$ cat src/rtl/sy_ppl_csr_regfile.sv
// rtl/sy_ppl_csr_regfile.sv - machine-mode CSR register file answering CSR-pipe queries and retire writes
// Optional counters mcycle/minstret/cycle/instret are built when SY_CSR_PERF_CNT_EN is defined.
package sy_ppl_csr_pkg;
  localparam int DWTH = 64;

  typedef struct packed {
    logic        csr_query_en;
    logic        rd_en;
    logic [11:0] raddr;
    logic        is_wr;
    logic        is_rd;
  } csr_bus_req_t;

  typedef struct packed {
    logic [DWTH-1:0] rdata;
    logic            excp_en;
    logic            need_flush;
  } csr_bus_rsp_t;

  typedef struct packed {
    logic            wr_en;
    logic [11:0]     waddr;
    logic [DWTH-1:0] wdata;
  } csr_bus_wr_t;

  localparam logic [11:0] CSR_MSTATUS  = 12'h300;
  localparam logic [11:0] CSR_MISA     = 12'h301;
  localparam logic [11:0] CSR_MIE      = 12'h304;
  localparam logic [11:0] CSR_MTVEC    = 12'h305;
  localparam logic [11:0] CSR_MSCRATCH = 12'h340;
  localparam logic [11:0] CSR_MEPC     = 12'h341;
  localparam logic [11:0] CSR_MCAUSE   = 12'h342;
  localparam logic [11:0] CSR_MTVAL    = 12'h343;
  localparam logic [11:0] CSR_MCYCLE   = 12'hB00;
  localparam logic [11:0] CSR_MINSTRET = 12'hB02;
  localparam logic [11:0] CSR_CYCLE    = 12'hC00;
  localparam logic [11:0] CSR_INSTRET  = 12'hC02;
  localparam logic [11:0] CSR_MHARTID  = 12'hF14;
endpackage

module sy_ppl_csr_regfile
  import sy_ppl_csr_pkg::*;
#(
  parameter logic [DWTH-1:0] HART_ID   = '0,
  parameter logic [DWTH-1:0] MTVEC_RST = 64'h8000_0000,
  parameter logic [DWTH-1:0] MISA_VAL  = 64'h8000_0000_0014_112D
) (
  input  logic            clk_i,
  input  logic            rst_i,
  input  csr_bus_req_t    csr_req_i,
  output csr_bus_rsp_t    csr_rsp_o,
  input  csr_bus_wr_t     csr_wr_i,
  input  logic [1:0]      priv_lvl_i,
  input  logic [1:0]      retire_cnt_i,
  input  logic            trap_en_i,
  input  logic [DWTH-1:0] trap_cause_i,
  input  logic [DWTH-1:0] trap_epc_i,
  input  logic [DWTH-1:0] trap_tval_i,
  input  logic            mret_i,
  output logic [DWTH-1:0] mtvec_o,
  output logic [DWTH-1:0] mepc_o,
  output logic            mstatus_mie_o,
  output logic [DWTH-1:0] mie_o
);

  logic            st_mie_q;
  logic            st_mpie_q;
  logic [DWTH-1:0] mie_q;
  logic [DWTH-1:0] mtvec_q;
  logic [DWTH-1:0] mscratch_q;
  logic [DWTH-1:0] mepc_q;
  logic [DWTH-1:0] mcause_q;
  logic [DWTH-1:0] mtval_q;
  logic [DWTH-1:0] mcycle_val;
  logic [DWTH-1:0] minstret_val;
  logic [DWTH-1:0] mstatus_val;
  csr_bus_rsp_t    rsp_q;

  logic            rd_impl;
  logic [DWTH-1:0] rd_val;
  logic            rd_excp;
  logic            rd_flush;

  logic wr_mstatus;
  logic wr_mie;
  logic wr_mtvec;
  logic wr_mscratch;
  logic wr_mepc;
  logic wr_mcause;
  logic wr_mtval;

  logic unused_is_rd;

  // Only MIE/MPIE are stored; MPP is hardwired to M-mode.
  assign mstatus_val = {{(DWTH-13){1'b0}}, 2'b11, 3'b000, st_mpie_q, 3'b000, st_mie_q, 3'b000};

  assign wr_mstatus  = csr_wr_i.wr_en && (csr_wr_i.waddr == CSR_MSTATUS);
  assign wr_mie      = csr_wr_i.wr_en && (csr_wr_i.waddr == CSR_MIE);
  assign wr_mtvec    = csr_wr_i.wr_en && (csr_wr_i.waddr == CSR_MTVEC);
  assign wr_mscratch = csr_wr_i.wr_en && (csr_wr_i.waddr == CSR_MSCRATCH);
  assign wr_mepc     = csr_wr_i.wr_en && (csr_wr_i.waddr == CSR_MEPC);
  assign wr_mcause   = csr_wr_i.wr_en && (csr_wr_i.waddr == CSR_MCAUSE);
  assign wr_mtval    = csr_wr_i.wr_en && (csr_wr_i.waddr == CSR_MTVAL);

`ifdef SY_CSR_PERF_CNT_EN
  logic [DWTH-1:0] mcycle_q;
  logic [DWTH-1:0] minstret_q;

  always_ff @(posedge clk_i) begin
    if (rst_i) begin
      mcycle_q   <= '0;
      minstret_q <= '0;
    end else begin
      if (csr_wr_i.wr_en && (csr_wr_i.waddr == CSR_MCYCLE))
        mcycle_q <= csr_wr_i.wdata;
      else
        mcycle_q <= mcycle_q + {{(DWTH-1){1'b0}}, 1'b1};
      if (csr_wr_i.wr_en && (csr_wr_i.waddr == CSR_MINSTRET))
        minstret_q <= csr_wr_i.wdata;
      else
        minstret_q <= minstret_q + {{(DWTH-2){1'b0}}, retire_cnt_i};
    end
  end

  assign mcycle_val   = mcycle_q;
  assign minstret_val = minstret_q;
`else
  logic [1:0] unused_retire_cnt;

  assign mcycle_val        = '0;
  assign minstret_val      = '0;
  assign unused_retire_cnt = retire_cnt_i;
`endif

  assign unused_is_rd = csr_req_i.is_rd;

  // Counter addresses stay decoded in both builds so they never fault on M-mode access.
  always_comb begin
    rd_impl = 1'b1;
    rd_val  = '0;
    case (csr_req_i.raddr)
      CSR_MSTATUS:             rd_val = mstatus_val;
      CSR_MISA:                rd_val = MISA_VAL;
      CSR_MIE:                 rd_val = mie_q;
      CSR_MTVEC:               rd_val = mtvec_q;
      CSR_MSCRATCH:            rd_val = mscratch_q;
      CSR_MEPC:                rd_val = mepc_q;
      CSR_MCAUSE:              rd_val = mcause_q;
      CSR_MTVAL:               rd_val = mtval_q;
      CSR_MCYCLE, CSR_CYCLE:   rd_val = mcycle_val;
      CSR_MINSTRET, CSR_INSTRET: rd_val = minstret_val;
      CSR_MHARTID:             rd_val = HART_ID;
      default:                 rd_impl = 1'b0;
    endcase
  end

  assign rd_excp  = !rd_impl
                  || (csr_req_i.is_wr && (csr_req_i.raddr[11:10] == 2'b11))
                  || (priv_lvl_i < csr_req_i.raddr[9:8]);
  assign rd_flush = csr_req_i.is_wr && !rd_excp
                  && ((csr_req_i.raddr == CSR_MSTATUS) || (csr_req_i.raddr == CSR_MIE));

  always_ff @(posedge clk_i) begin
    if (rst_i) begin
      st_mie_q   <= 1'b0;
      st_mpie_q  <= 1'b0;
      mie_q      <= '0;
      mtvec_q    <= MTVEC_RST;
      mscratch_q <= '0;
      mepc_q     <= '0;
      mcause_q   <= '0;
      mtval_q    <= '0;
      rsp_q      <= '0;
    end else begin
      if (csr_req_i.csr_query_en) begin
        rsp_q.rdata      <= (rd_excp || !csr_req_i.rd_en) ? '0 : rd_val;
        rsp_q.excp_en    <= rd_excp;
        rsp_q.need_flush <= rd_flush;
      end else begin
        rsp_q.excp_en    <= 1'b0;
        rsp_q.need_flush <= 1'b0;
      end

      // Trap beats mret beats a software write, field by field.
      if (trap_en_i) begin
        st_mpie_q <= st_mie_q;
        st_mie_q  <= 1'b0;
      end else if (mret_i) begin
        st_mie_q  <= st_mpie_q;
        st_mpie_q <= 1'b1;
      end else if (wr_mstatus) begin
        st_mie_q  <= csr_wr_i.wdata[3];
        st_mpie_q <= csr_wr_i.wdata[7];
      end

      if (trap_en_i) begin
        mepc_q   <= trap_epc_i;
        mcause_q <= trap_cause_i;
        mtval_q  <= trap_tval_i;
      end else begin
        if (wr_mepc)   mepc_q   <= {csr_wr_i.wdata[DWTH-1:1], 1'b0};
        if (wr_mcause) mcause_q <= csr_wr_i.wdata;
        if (wr_mtval)  mtval_q  <= csr_wr_i.wdata;
      end

      if (wr_mie)      mie_q      <= csr_wr_i.wdata;
      if (wr_mtvec)    mtvec_q    <= {csr_wr_i.wdata[DWTH-1:2], 2'b00};
      if (wr_mscratch) mscratch_q <= csr_wr_i.wdata;
    end
  end

  assign csr_rsp_o     = rsp_q;
  assign mtvec_o       = mtvec_q;
  assign mepc_o        = mepc_q;
  assign mstatus_mie_o = st_mie_q;
  assign mie_o         = mie_q;

endmodule

$ cat config.mk
export PLATFORM = sky130hd
export DESIGN_NAME = sy_ppl_csr_regfile
export DESIGN_NICKNAME = d
export VERILOG_FILES = /design/src/rtl/sy_ppl_csr_regfile.sv
export SDC_FILE = /design/constraint.sdc
export NUM_CORES = 1
export LEC_CHECK = 0
export CAP_MARGIN = 20
export CORE_AREA = 5 5 242 185
export CTS_CLUSTER_DIAMETER = 30
export DETAILED_ROUTE_END_ITERATION = 10
export DIE_AREA = 0 0 247 190
export PLACE_DENSITY = 0.9
export SLEW_MARGIN = 20
export SYNTH_ARGS = -nofsm -noshare
export SYNTH_HDL_FRONTEND = slang
export SYNTH_SLANG_ARGS = --single-unit
$ cat constraint.sdc
create_clock -name clk_i -period 4 [get_ports clk_i]
set_input_delay 0.4 -clock clk_i [delete_from_list [all_inputs] [get_ports clk_i]]
set_output_delay 0.4 -clock clk_i [all_outputs]
set_load 0.01 [all_outputs]
* Word level (Yosys, flattened, before mapping)
Cells that the tools add are included.
Operators by class: add/sub/neg operators 0, $mul 0, div/mod/pow operators 0, order comparisons 1, equal/unequal tests 21, shifts and indexed selects 0, muxes and demuxes 14, bitwise operators 1, reductions and logical operators 25
Operators by type and width (count):
- one-hot mux 64 bit (8 select lines) | 1
- 2-to-1 mux 64 bit | 7
- equality test 12 x 10 -> 1 bit (second input constant) | 15
- equality test 12 bit (second input constant) | 5
- OR reduction 13 bit | 1
- logical AND 1 bit | 10
- nonzero test 2 bit | 4
- 2-to-1 mux 1 bit | 6
- logical OR 1 bit | 4
- OR reduction 2 bit | 2
- logical NOT 1 bit | 3
- nonzero test 3 bit | 1
- equality test 2 bit (second input constant) | 1
- < comparator 2 bit | 1
- inverter 1 bit | 1
Storage, ports and cells: flip-flop bits (word level) 450, latch bits 0, memory bits (writable) 0, ROM bits 0, bits of input ports 293, memories 0

* Longest topological paths before layout
depth after elaboration 9, depth in mapped cells 8, mapped depth without buffers 6

* Worst setup path after synthesis
Ideal clock, no wire load.
path kind input port to flip-flop, from input port csr_wr_i[75] (netlist bit), to register mepc_q[47], in the netlist mepc_o[47], data arrival time 2.180 ns, required time 3.872 ns, slack 1.692 ns, cell stages on the path 6, path buffers 1, path through nand4bb_1 > nor4_4 > buf_6 > mux2_2 > mux2i_1 > nor2_1
On the way: cells in the longest elaborated chain, start to end 3
RTL lines:
- from (decl) | RTL line 52 | input csr_bus_wr_t csr_wr_i,
- equality test 12 x 10 -> 1 bit | RTL line 101 | assign wr_mepc = csr_wr_i.wr_en && (csr_wr_i.waddr == CSR_MEPC);
- logical AND 1 bit | RTL line 101
- nonzero test 2 bit (no source line)
- to (signal assigned) | RTL line 197 | mepc_q <= trap_epc_i;
- to (signal assigned) | RTL line 201 | if (wr_mepc) mepc_q <= {csr_wr_i.wdata[DWTH-1:1], 1'b0};
- to (decl) | RTL line 71 | logic [DWTH-1:0] mepc_q;
No other way between the ends. A chain may end at the register's enable or synchronous reset.

* Worst setup path in the final report
from input port csr_req_i[8] (netlist bit), to register rsp_q, in the netlist csr_rsp_o[54]
On the way: cells in the longest elaborated chain, start to end 8, elaborated cells on any way between the ends 21, classes of those cells 13 x eq/ne; 3 x mux; 5 x reduce/logical
RTL lines:
- from (decl) | RTL line 50 | input csr_bus_req_t csr_req_i,
- equality test 12 x 10 -> 1 bit or equality test 12 bit (tied branches) | RTL line 141 | case (csr_req_i.raddr)
- OR reduction 13 bit (no source line)
- 2-to-1 mux 1 bit | RTL line 141
- logical NOT 1 bit | RTL line 157 | assign rd_excp = !rd_impl
- logical OR 1 bit | RTL line 158 | || (csr_req_i.is_wr && (csr_req_i.raddr[11:10] == 2'b11))
- logical OR 1 bit | RTL line 159 | || (priv_lvl_i < csr_req_i.raddr[9:8]);
- logical OR 1 bit | RTL line 176 | rsp_q.rdata <= (rd_excp || !csr_req_i.rd_en) ? '0 : rd_val;
- 2-to-1 mux 64 bit * | RTL line 176
- to (decl) | RTL line 77 | csr_bus_rsp_t rsp_q;
Every way passes the cells marked *; elsewhere a longest branch is shown, timed or not.

==> flow_summary_export.csv <==
group,metric,value,unit
run_status,status,"complete, no violations",
critical_path,critPathArrivalTime,3310,ps
timing,minimum_hold_slack,290,ps
route,drt.antenna.violating_nets,0,
yosys,synthMostInstantiatedCell,"dfxtp_1",
power,vdd.ir_drop.worst,323,µV
timing,tns,0,ps
timing,achievable-frequency,357,MHz
critical_path,critical_path_peak_fanout,14,
cells_and_area,finish.cell_count_without_fillers,3344,
place,place.detailed.instances,3190,
route,drt-total-wl,84600,µm
cells_and_area,seqCellArea,0.00901,mm²
yosys,postSynth.topFlopCell,"dfxtp_1",
yosys,ys_top_cells_by_area,"dfxtp_1 43%, mux2i_1 11%, nand2_1 8.0%",
cells_and_area,drive_above_1_share,0.127,
route,route.detailed.wl_per_inst,25.3,µm
global_routing,first_pass_grt_wire_length,125000,µm
yosys,post_synth.cell_area_avg,9.41,µm²
min_path,holdPathEnd,"mtval_q[9]",
clock_network,cts-htree-levels,3,
place,buffer_ports.inserted,546,
critical_path,timing.critical_path.slowest_stage_cell,"and4_2",
critical_path,criticalPathCategory,"input port to register",
timing,clock_skew,29.5,ps
power,power_switching_share,0.247,
critical_path,timing.critical_path.required,4510,ps
clock_network,post-cts-setup-buffer-count,0,
timing,final-max-slew-violation-count,0,
critical_path,worst_r2r_startpoint,"mie_o[11]",
floorplan,initial_core_utilization,0.488,
floorplan,die_height,190,µm
clock_network,cts-root-buf,"clkbuf_16",
clock_network,cts.reportedPaths.clkPinSlew,60,ps
global_routing,first_global_vias,21433,
power,internal_power,9590,µW
clock_network,cts-resized-gates,0,
yosys,synth_top_area_frac,0.434,
place,detailed_place.area,0.0266,mm²
min_path,worstHoldPathCells,2,
timing,final-setup-viol-count,0,
yosys,total_standard_cell_area_after_synthesis,0.0208,mm²
power,seq_power_share,0.368,
power,power.total,12700,µW
clock_network,cts_sinks,450,
cells_and_area,finalNetCount,2989,
floorplan,core_area,0.0425,mm²
clock_network,cts-buffers-inserted,81,
global_routing,grt_overflow,0,
min_path,hold_start,"rst_i",
clock_network,clock_latency,610,ps
run,number_of_maximum_capacitance_violations,0,
floorplan,die_ar,0.0469,mm²
power,combinationalPowerShare,0.086,
power,leakage,0.0111,µW
global_routing,maximum_number_of_pins_on_one_net_before_global_route_repair,162,
timing,worst_relative_slew_slack,0.280,
yosys,synth.yosys.warnings,0,
power,power.clock.fraction,0.546,
critical_path,end_kind,"register",
critical_path,ff2ff_path_depth,5,
cells_and_area,num-fill-cells,2912,
critical_path,crit_chain,"clkdlybuf4s50_1, nor3b_1, and4_2, buf_4, a222oi_1, o21ai_0",
timing,final.period_utilization,0.700,
min_path,worst_hold_path_type,"input port to register",
route,vias_per_cell,6.12,
critical_path,critical_path.max_stage_delay,740,ps
route,drc,0,
timing,tightestPinTransition,1080,ps
timing,hold_violations,0,
critical_path,r2r_setup_slack,2460,ps
clock_network,ctsLongestPathBuffers,3,
yosys,sequential_element_share_of_the_synthesized_area,0.434,
global_routing,number_of_antenna_violations_at_the_first_check_in_global_routing,8,
route,drtIter0Drc,2159,
floorplan,row_count,66,
route,count_of_vias_placed_by_the_detailed_router,20459,
global_routing,grt_usage,0.343,
place,hpwl,54300,µm
critical_path,worstReg2RegEnd,"csr_rsp_o[13]",
floorplan,num_ports,552,
yosys,most_used_standard_cells_in_the_synthesized_netlist,"450 x dfxtp_1, 442 x nand2_1, 237 x mux2i_1",
power,power_switching,3140,µW
cells_and_area,multi_input_comb_area,0.0109,mm²
cells_and_area,final_area,0.0294,mm²
timing,final.min_clock_period,2800,ps
place,gpl.final_weighted_congestion,0.889,
clock_network,tritoncts,"yes",
power,pwr_density_cell,433,mW/mm²
yosys,yosysUniqueCellTypes,60,
route,first_pass_iters,9,
floorplan,die_w,247,µm
yosys,yosys_register_bits,450,
yosys,synth_cells,2208,
timing,rsz0062_at_grt,"false",
critical_path,timing.critical_path.from_type,"input port",
yosys,synthDominantAreaCellType,"dfxtp_1",
clock_network,cts_hold_buffers,0,
cells_and_area,flow.area_growth_from_synthesis,41.5,%
yosys,synth-edff-count,0,
yosys,ys_async_sr_fraction,0,
[power groups by stage]
stage          Combinational (µW)  Clock [µW]  Sequential [µW]
2_1_floorplan                 499           0             4760
3_5_place_dp                 1070           0             4770
6_report                     1100        6950             4680
5_1_grt                      1160        7230             4690
4_1_cts                      1080        6990             4680
3_3_place_gp                 1040           0             4760
[how the worst max path moves through the flow]
| stage | from | endpoint | depth (start not counted) |
|---|---|---|---|
| floorplan | csr_wr_i[75] | mepc_o[47] | 6 |
| global placement | csr_req_i[8] | csr_rsp_o[23] | 6 |
| detailed placement | csr_req_i[8] | csr_rsp_o[27] | 6 |
| CTS | csr_req_i[8] | csr_rsp_o[10] | 7 |
| global route | csr_req_i[8] | csr_rsp_o[10] | 7 |
| finish | csr_req_i[8] | csr_rsp_o[54] | 6 |
[layout make-up]
| cell class | instances | share of cell area |
|---|---|---|
| Antenna cell | 5 | 0.000426 |
| Tap cell | 578 | 0.0246 |
| Multi-Input combinational cell | 1572 | 0.371 |
| Inverter | 6 | 0.000766 |
| Sequential cell | 450 | 0.306 |
| Clock inverter | 55 | 0.0206 |
| Clock buffer | 94 | 0.0744 |
| Timing Repair Buffer | 584 | 0.202 |
[routing by layer]
| metal | up-vias | global-route usage | wire length [µm] |
|---|---|---|---|
| li1 | 8793 | - | - |
| met4 | 6 | 0.190 | 4530 |
| met2 | 1533 | 0.550 | 38900 |
| met3 | 386 | 0.126 | 11300 |
| met5 | - | 0 | 40 |
| met1 | 9741 | 0.401 | 29800 |
[sequential cells by signal (all words and copies together) (netlist names)]
| name | cells |
|---|---|
| csr_rsp_o | 66 |
| mie_o | 64 |
| mscratch_q | 64 |
| mtvec_o | 62 |
| mcause_q | 64 |
| mstatus_mie_o | 1 |
| mepc_o | 64 |
| mtval_q | 64 |
| st_mpie_q | 1 |
[critical path, delay by kind of cell]
kind	cells	cell delay, ps
buf+inv	2	1080
compound gates	2	420
simple gates	2	1400
[cells in the final DEF, fill, tap and decap left out, types with 4 or more instances in the layout]
cell type        Yosys  layout
clkbuf_8             0       7
clkbuf_1           106       4
inv_6                0      14
mux2_1             104     104
buf_12               0      14
o22a_1              12      12
clkinv_2             0       8
clkbuf_16            0      83
clkdlybuf4s50_1      0     542
mux2i_1            237     237
nor2b_1              6       5
a222oi_1            32      32
a21oi_1            205     205
clkinv_8             0       4
a22o_1               8       8
diode_2              0       5
nand3_1              5       4
nor3b_1              4       4
a31oi_1              4       4
and2_1               4       4
dfxtp_1            450     450
a221oi_1            15      15
nand4b_1             4       4
a22oi_1             11      11
nand2_1            442     442
o221ai_2            10      10
bufinv_16            0       6
inv_1                6       6
nor2_1             209     207
clkinv_4             0      11
o2bb2ai_1            8       8
buf_4                5      25
mux2_2             100     100
nand2b_1            12      12
o41ai_1              4       4
clkinvlp_4           0      11
mux4_2              34      34
o21ai_0             48      48
[cells by family (layout without fill, tap and decap cells)]
group,count (synthesis),count (layout),synth area share
AND/OR/NAND/NOR,723,723,0.146
multiplexers,475,475,0.262
flip-flops,450,450,0.434
AO/OA/AOI/OAI,371,371,0.114
buffers and inverters,187,739,0.0437
adder cells (fa/ha/maj),1,1,0.000602
other,1,7,0.000181
[stage by stage]
stage | util | setup WS (ps)
after floorplan | - | 1690
after global placement | 0.625 | 754
after detailed placement | 0.625 | 720
after CTS | 0.691 | 1320
after global routing | 0.691 | 989
final | 0.691 | 1200
Power figures use the tool's default switching activity.
